--- src/rtl/bram_rd_pkg.sv ---
`default_nettype none
// ============================================================================
//  Module      : bram_rd_pkg
//  Description : Shared types and constants for the BRAM stream reader.
//                - state_t   : reader control states
//                - BUF_DEPTH : depth of the read-latency buffer
//  Revision    : 1.0  initial release
// ============================================================================
package bram_rd_pkg;

  // Two entries are enough to cover one word in the buffer plus one word
  // still in flight from the BRAM, which is what sustains one word per cycle.
  localparam int BUF_DEPTH = 2;

  typedef enum logic [1:0] {
    IDLE  = 2'd0,
    READ  = 2'd1,
    DRAIN = 2'd2
  } state_t;

endpackage
`default_nettype wire

--- src/rtl/bram_stream_reader_if.sv ---
`default_nettype none
// ============================================================================
//  Module      : bram_stream_reader_if
//  Description : Command, BRAM-port and output-stream signals of the reader.
//                master : reader side (drives busy/done/mem_*/out_* outputs)
//                slave  : environment side (drives command, read data, ready)
//  Ports       : none (signal bundle only)
//  Revision    : 1.0  initial release
// ============================================================================
interface bram_stream_reader_if #(
  parameter int ADDR_WIDTH = 8,
  parameter int DATA_WIDTH = 16,
  parameter int LEN_WIDTH  = ADDR_WIDTH + 1
);
  // command
  logic                  start;
  logic [ADDR_WIDTH-1:0] start_addr;
  logic [LEN_WIDTH-1:0]  length;
  logic                  busy;
  logic                  done;
  // BRAM port
  logic [ADDR_WIDTH-1:0] mem_addr;
  logic                  mem_wen;
  logic [DATA_WIDTH-1:0] mem_dout;
  // output stream
  logic                  out_valid;
  logic [DATA_WIDTH-1:0] out_data;
  logic                  out_last;
  logic                  out_ready;

  modport master (
    input  start, start_addr, length, mem_dout, out_ready,
    output busy, done, mem_addr, mem_wen, out_valid, out_data, out_last
  );

  modport slave (
    output start, start_addr, length, mem_dout, out_ready,
    input  busy, done, mem_addr, mem_wen, out_valid, out_data, out_last
  );
endinterface
`default_nettype wire

--- src/rtl/rd_skid_fifo.sv ---
`default_nettype none
// ============================================================================
//  Module      : rd_skid_fifo
//  Description : Two-entry FIFO absorbing the BRAM read latency. The head
//                entry is presented on dout; simultaneous push and pop keep
//                occupancy constant and preserve order.
//  Ports       : clk, rst   - clock, synchronous active-high reset
//                push, din  - write one entry
//                pop        - remove the head entry
//                dout       - head entry
//                occ        - number of stored entries (0..2)
//  Revision    : 1.0  initial release
// ============================================================================
module rd_skid_fifo
  import bram_rd_pkg::*;
#(
  parameter int WIDTH = 17
) (
  input  wire logic             clk,
  input  wire logic             rst,
  input  wire logic             push,
  input  wire logic [WIDTH-1:0] din,
  input  wire logic             pop,
  output logic      [WIDTH-1:0] dout,
  output logic      [1:0]       occ
);

  logic [WIDTH-1:0] mem_q [BUF_DEPTH];
  logic             rd_ptr_q;
  logic             wr_ptr_q;
  logic [1:0]       occ_q;

  always_ff @(posedge clk) begin
    if (rst) begin
      mem_q[0] <= '0;
      mem_q[1] <= '0;
      rd_ptr_q <= 1'b0;
      wr_ptr_q <= 1'b0;
      occ_q    <= 2'd0;
    end else begin
      if (push) begin
        mem_q[wr_ptr_q] <= din;
        wr_ptr_q        <= ~wr_ptr_q;
      end
      if (pop) begin
        rd_ptr_q <= ~rd_ptr_q;
      end
      occ_q <= occ_q + 2'(push) - 2'(pop);
    end
  end

  assign dout = mem_q[rd_ptr_q];
  assign occ  = occ_q;

endmodule
`default_nettype wire

--- src/rtl/bram_stream_reader.sv ---
`default_nettype none
// ============================================================================
//  Module      : bram_stream_reader
//  Description : Read-side master for a single-port BRAM with one cycle of
//                registered read latency. Accepts (start_addr, length),
//                issues sequential reads and streams the words out on a
//                valid/ready interface with a last flag.
//  Ports       : clk  - clock
//                rst  - synchronous reset, active high
//                bus  - master modport: command (start/start_addr/length,
//                       busy/done), BRAM port (mem_addr/mem_wen/mem_dout),
//                       stream (out_valid/out_data/out_last/out_ready)
//  Revision    : 1.0  initial release
// ============================================================================
module bram_stream_reader
  import bram_rd_pkg::*;
#(
  parameter int ADDR_WIDTH = 8,
  parameter int DATA_WIDTH = 16,
  parameter int LEN_WIDTH  = ADDR_WIDTH + 1
) (
  input  wire logic             clk,
  input  wire logic             rst,
  bram_stream_reader_if.master  bus
);

  state_t                state_q, state_d;
  logic [ADDR_WIDTH-1:0] addr_q, addr_d;
  logic [LEN_WIDTH-1:0]  issue_cnt_q, issue_cnt_d;
  logic [LEN_WIDTH-1:0]  beat_cnt_q, beat_cnt_d;
  logic                  done_q, done_d;
  logic                  inflight_q;
  logic                  inflight_last_q;

  logic                  pop;
  logic                  issue;
  logic [2:0]            occ_sum;
  logic [1:0]            occ;
  logic [DATA_WIDTH:0]   fifo_dout;
  logic                  out_valid;

  assign out_valid = (occ != 2'd0);
  assign pop       = out_valid & bus.out_ready;

  // Count a word as occupying the buffer from the cycle it is issued; the
  // word popped this cycle frees its slot immediately, so the buffer can
  // never be oversubscribed while still sustaining one word per cycle.
  assign occ_sum = {1'b0, occ} + {2'b00, inflight_q} - {2'b00, pop};
  assign issue   = (state_q == READ) && (occ_sum < 3'd2);

  always_comb begin
    state_d     = state_q;
    addr_d      = addr_q;
    issue_cnt_d = issue_cnt_q;
    beat_cnt_d  = beat_cnt_q;
    done_d      = 1'b0;

    if (pop) begin
      beat_cnt_d = beat_cnt_q - LEN_WIDTH'(1);
    end

    case (state_q)
      IDLE: begin
        if (bus.start) begin
          addr_d      = bus.start_addr;
          issue_cnt_d = bus.length;
          beat_cnt_d  = bus.length;
          if (bus.length != '0) begin
            state_d = READ;
          end else begin
            done_d = 1'b1;
          end
        end
      end
      READ: begin
        if (issue) begin
          addr_d      = addr_q + ADDR_WIDTH'(1);
          issue_cnt_d = issue_cnt_q - LEN_WIDTH'(1);
          if (issue_cnt_q == LEN_WIDTH'(1)) begin
            state_d = DRAIN;
          end
        end
      end
      DRAIN: begin
        if (pop && (beat_cnt_q == LEN_WIDTH'(1))) begin
          state_d = IDLE;
          done_d  = 1'b1;
        end
      end
      default: begin
        state_d = IDLE;
      end
    endcase
  end

  always_ff @(posedge clk) begin
    if (rst) begin
      state_q         <= IDLE;
      addr_q          <= '0;
      issue_cnt_q     <= '0;
      beat_cnt_q      <= '0;
      done_q          <= 1'b0;
      inflight_q      <= 1'b0;
      inflight_last_q <= 1'b0;
    end else begin
      state_q         <= state_d;
      addr_q          <= addr_d;
      issue_cnt_q     <= issue_cnt_d;
      beat_cnt_q      <= beat_cnt_d;
      done_q          <= done_d;
      inflight_q      <= issue;
      inflight_last_q <= issue && (issue_cnt_q == LEN_WIDTH'(1));
    end
  end

  // Read data lands in the buffer the cycle after its address was issued,
  // tagged with whether it was the final read of the command.
  rd_skid_fifo #(
    .WIDTH (DATA_WIDTH + 1)
  ) u_fifo (
    .clk  (clk),
    .rst  (rst),
    .push (inflight_q),
    .din  ({inflight_last_q, bus.mem_dout}),
    .pop  (pop),
    .dout (fifo_dout),
    .occ  (occ)
  );

  assign bus.busy      = (state_q != IDLE);
  assign bus.done      = done_q;
  assign bus.mem_addr  = addr_q;
  assign bus.mem_wen   = 1'b0;
  assign bus.out_valid = out_valid;
  assign bus.out_data  = fifo_dout[DATA_WIDTH-1:0];
  assign bus.out_last  = out_valid & fifo_dout[DATA_WIDTH];

endmodule
`default_nettype wire

--- src/flat_wrapper.sv ---
// flat-port wrapper written by rule: the top's interface ports become plain ports
module bram_stream_reader_flat import bram_rd_pkg::*;
#(
  parameter int ADDR_WIDTH = 8,
  parameter int DATA_WIDTH = 16,
  parameter int LEN_WIDTH  = ADDR_WIDTH + 1
)
  (clk, rst, bus_start, bus_start_addr, bus_length, bus_mem_dout, bus_out_ready, bus_busy, bus_done, bus_mem_addr, bus_mem_wen, bus_out_valid, bus_out_data, bus_out_last);
  bram_stream_reader_if #(.ADDR_WIDTH(ADDR_WIDTH), .DATA_WIDTH(DATA_WIDTH), .LEN_WIDTH(LEN_WIDTH)) bus_i ();
  input  wire logic clk;
  input  wire logic rst;
  input wire logic [$bits(bus_i.start)-1:0] bus_start;
  input wire logic [$bits(bus_i.start_addr)-1:0] bus_start_addr;
  input wire logic [$bits(bus_i.length)-1:0] bus_length;
  input wire logic [$bits(bus_i.mem_dout)-1:0] bus_mem_dout;
  input wire logic [$bits(bus_i.out_ready)-1:0] bus_out_ready;
  output wire logic [$bits(bus_i.busy)-1:0] bus_busy;
  output wire logic [$bits(bus_i.done)-1:0] bus_done;
  output wire logic [$bits(bus_i.mem_addr)-1:0] bus_mem_addr;
  output wire logic [$bits(bus_i.mem_wen)-1:0] bus_mem_wen;
  output wire logic [$bits(bus_i.out_valid)-1:0] bus_out_valid;
  output wire logic [$bits(bus_i.out_data)-1:0] bus_out_data;
  output wire logic [$bits(bus_i.out_last)-1:0] bus_out_last;
  assign bus_i.start = bus_start;
  assign bus_i.start_addr = bus_start_addr;
  assign bus_i.length = bus_length;
  assign bus_i.mem_dout = bus_mem_dout;
  assign bus_i.out_ready = bus_out_ready;
  assign bus_busy = bus_i.busy;
  assign bus_done = bus_i.done;
  assign bus_mem_addr = bus_i.mem_addr;
  assign bus_mem_wen = bus_i.mem_wen;
  assign bus_out_valid = bus_i.out_valid;
  assign bus_out_data = bus_i.out_data;
  assign bus_out_last = bus_i.out_last;
  bram_stream_reader #(.ADDR_WIDTH(ADDR_WIDTH), .DATA_WIDTH(DATA_WIDTH), .LEN_WIDTH(LEN_WIDTH)) u_core (.clk(clk), .rst(rst), .bus(bus_i));
endmodule
--- config.mk ---
export PLATFORM = sky130hd
export DESIGN_NAME = bram_stream_reader_flat
export DESIGN_NICKNAME = d
export VERILOG_FILES = /design/src/rtl/bram_rd_pkg.sv /design/src/rtl/bram_stream_reader_if.sv /design/src/rtl/rd_skid_fifo.sv /design/src/rtl/bram_stream_reader.sv /design/src/flat_wrapper.sv
export SDC_FILE = /design/constraint.sdc
export NUM_CORES = 1
export LEC_CHECK = 0
export BUFFER_PORTS_ARGS = -buffer_cell sky130_fd_sc_hd__clkbuf_2
export CAP_MARGIN = 20
export CORE_MARGIN = 4
export CORE_UTILIZATION = 50
export DETAILED_ROUTE_END_ITERATION = 7
export GPL_ROUTABILITY_DRIVEN = 0
export PLACE_DENSITY = 0.73
export SYNTH_ARGS = -nofsm -noshare
export SYNTH_HDL_FRONTEND = slang
export SYNTH_SLANG_ARGS = --single-unit
export TNS_END_PERCENT = 20
--- constraint.sdc ---
create_clock -name clk -period 2.35 [get_ports clk]
set_input_delay 0.3525 -clock clk [delete_from_list [all_inputs] [get_ports clk]]
set_output_delay 0.3525 -clock clk [all_outputs]
set_load 0.01 [all_outputs]
==> metrics.txt <==
run status finished clean; row count 30; clock skew 0.00590 ns; DR vias/cell 5.41; worst rel slew slack 0.532; Worst Hold Class in -> reg; post-layout min period 2.27 ns; worst setup margin 0.0783 ns; Mapped Area around 3500 um^2; drt pass-1 iters 4; synthesis-to-finish area growth 22.2%; Critical Path Max Stage Delay between 0.3 and 0.4 ns; Die Width 91.5 um; sequential share of the synthesized area 0.499; Mapped Cells 349; Pwr Density 1080 nW/um^2; synth cell count leaders and2_1 (38), dfxtp_1 (36), edfxtp_1 (34), nor2_1 (26), nand2_1 (23); unrepaired setup endpoints after global routing true; total die area 8380 um^2; warnings from Yosys 0; Cell Chain, Critical Path o21a_1 > nand2b_4 > nand2_4 > ha_4 > fa_2 > xnor2_4 > o31a_1 > buf_12 > o21ai_0 > a21oi_1; WL final 7370 um; worst-margin pin slew 0.701 ns; Synth cell types 47; kind of critical path reg -> reg; number of buffers created by CTS 9; CP delay by family, top compound AO/OA/AOI/OAI gates; clk root buf clkbuf_8; CTS tree built; DR vias 2824; most common cell in the netlist and2_1; startpoint type of the worst setup path flip-flop; CTS Hold Bufs 0; grt ovf 0; peak supply drop 0.486 mV; Clk Latency, worst-skew pair approximately 0.34 ns; period utilization 0.967; Slew Limit Fails 0; Syn Area/Cell 10.0 um^2; vias in the first global route 2636; Syn Nets ~390; CORE AREA 6790 um^2; ant diodes 0; Synth area leader edfxtp_1; layout cells sized above 1 0.303; IO Port Bufs between 60 and 70; wire per inst roughly 14 um; reg2reg start u_core.u_fifo.occ[1]$_SDFF_PP0_; Seq cells post-synth 70; crit end category flip-flop; Hold Crit Depth 3; Synth Flop Type dfxtp_1; first-pass GRT wire length 12300 um; total power 4.61 mW; # IOs 66; clock-pin slew on the worst setup and hold paths 0.08 ns; H-tree depth 3; WP buf/inv 1; Critical-path top delay cell fa_2; HPWL after detailed placement 5080 um; Fmax ~440 MHz; RR Endpoint u_core.issue_cnt_q[2]$_SDFFE_PP0P_; pre-CTS setup slack -0.0138 ns; top cells by area, synth edfxtp_1 (29%), dfxtp_1 (21%), and2_1 (6.8%); 1st-iter DRT viols 77; leakage power roughly 1.7 nW; filler cell count in the final layout between 500 and 600; pin count of the biggest net entering global routing 29; flop2flop setup slack 0.08 ns; Sink Count 70; final net count between 400 and 500; initial antenna violation count 0; count of final hold-check violations 0; Die H 91.5 um; worst path arrival time 2.50 ns; worst-path fanout max 21; number of synthesized flops with an enable pin 34; Synth top area share 0.293; Overall Global Routing Usage 0.182; r2r worst-path depth 10; Hold Path Origin bus_start_addr[1]; Worst Hold Path EP u_core.bus.mem_addr[1]$_SDFFE_PP0P_; ys async rst share 0; worst path required time 2.58 ns; DRC viols 0; Post-DRT Antenna Nets 0; Final setup violation count 0; effective utilization at floorplan 0.514; Max Cap Violations 0; Longest Clk Path Bufs 2
## kinds of logic (layout without fill, tap and decap cells)
logic type                 count (synthesis)  after routing  share of synthesized area
and+or+nand+nor                          142            142                      0.222
DFF                                       70             70                      0.499
AOI/OAI and AO/OA                         68             68                      0.127
buffers and inverters                     32            109                     0.0380
muxes                                     19             19                     0.0610
xor gates and xnor gates                  10             10                     0.0251
adders and majority gates                  7              7                     0.0272
other                                      1              1                    0.00107
## cell usage in the layout (no fill, tap or decap), types with 3 or more instances in the layout
master / synthesis / layout
a211oi_1: 9 / 8
a21o_1: 7 / 7
a21oi_1: 22 / 21
a31oi_1: 3 / 3
and2_1: 38 / 38
buf_4: 1 / 16
clkbuf_2: 0 / 64
clkbuf_8: 0 / 9
clkinv_4: 0 / 4
dfxtp_1: 36 / 35
edfxtp_1: 34 / 34
ha_1: 6 / 5
inv_1: 11 / 11
mux2_2: 18 / 18
nand2_1: 23 / 22
nand3_1: 9 / 9
nand4_1: 7 / 7
nor2_1: 26 / 26
nor2b_1: 5 / 5
nor3_1: 8 / 8
nor3b_1: 3 / 3
nor4_1: 4 / 4
o21ai_0: 14 / 10
o21ai_1: 0 / 4
o31a_1: 3 / 3
or3_1: 3 / 3
xnor2_1: 6 / 5
xor2_1: 4 / 4
## repair_timing
item                                   4_1_cts  5_1_grt
setup buffers                                0        1
endpoints found under the hold margin        0        0
setup endpoints to repair                    0       15
gates resized for setup                      0        7
## routing by layer
metal	track usage	part of all wire	up-vias
met2	0.304	0.51	72
li1	-	-	1394
met3	0.0356	0.049	5
met4	0.0678	0.0065	0
met1	0.231	0.44	1353
met5	0	0	-
## worst min-delay path, cell delays in order
cell      delay [ns]
clkbuf_2        0.08
nand2_1         0.05
a311oi_1        0.08
## per-stage QoR
stage | hold slack [ns] | utilization | cells | TNS, ns | area (um^2)
floorplan | 0.449 | - | 349 | -0.0506 | 3540
global placement | 0.456 | 0.593 | 505 | 0 | 4030
detailed placement | 0.479 | 0.593 | 505 | -0.0150 | 4030
CTS | 0.262 | 0.623 | 521 | 0 | 4240
global route | 0.279 | 0.628 | 522 | -0.0414 | 4260
finish | 0.266 | 0.628 | 522 | 0 | 4260
## power by group
group | internal (mW) | total (mW) | switching, mW | leakage (nW)
sequential | 1.52 | 1.69 | 0.174 | 0.650
clock | 0.504 | 0.989 | 0.484 | 0.104
combinational | 0.911 | 1.93 | 1.02 | 0.964
## sequential cells by signal, summed over array words and instances (netlist names), named ones only
name and flops:
u_core.inflight_last_q 1, u_core.bus.mem_addr 8, u_core.issue_cnt_q 9, u_core.u_fifo.wr_ptr_q 1, u_core.u_fifo.occ 2, u_core.bus.done 1
u_core.state_q 2, u_core.beat_cnt_q 9, u_core.u_fifo.mem_q 34, u_core.inflight_q 1, u_core.u_fifo.rd_ptr_q 1
## worst max path at each step
| stage | startpoint | to | slack, ns | depth (start not counted) |
|---|---|---|---|---|
| after floorplan | u_core.u_fifo.occ[1]$_SDFF_PP0_ | u_core.bus.mem_addr[0]$_SDFFE_PP0P_ | -0.01 | 10 |
| after global placement | bus_out_ready | u_core.bus.mem_addr[4]$_SDFFE_PP0P_ | 0.05 | 11 |
| after detailed placement | bus_out_ready | u_core.bus.mem_addr[0]$_SDFFE_PP0P_ | -0.01 | 10 |
| after CTS | u_core.u_fifo.occ[0]$_SDFF_PP0_ | u_core.bus.mem_addr[7]$_SDFFE_PP0P_ | 0.04 | 10 |
| after global routing | u_core.u_fifo.occ[1]$_SDFF_PP0_ | u_core.bus.mem_addr[0]$_SDFFE_PP0P_ | -0.02 | 9 |
| final | u_core.u_fifo.occ[1]$_SDFF_PP0_ | u_core.issue_cnt_q[2]$_SDFFE_PP0P_ | 0.08 | 10 |
## area by class of cell
class	count	area [um^2]	share of cell area
clock inverter	7	82.6	0.0194
inverter	11	41.3	0.00968
timing repair buffer	82	480	0.113
clock buffer	9	124	0.0290
multi-input combinational	247	1670	0.392
sequential	70	1740	0.409
tap	96	120	0.0282
Power figures use the tool's default switching activity.
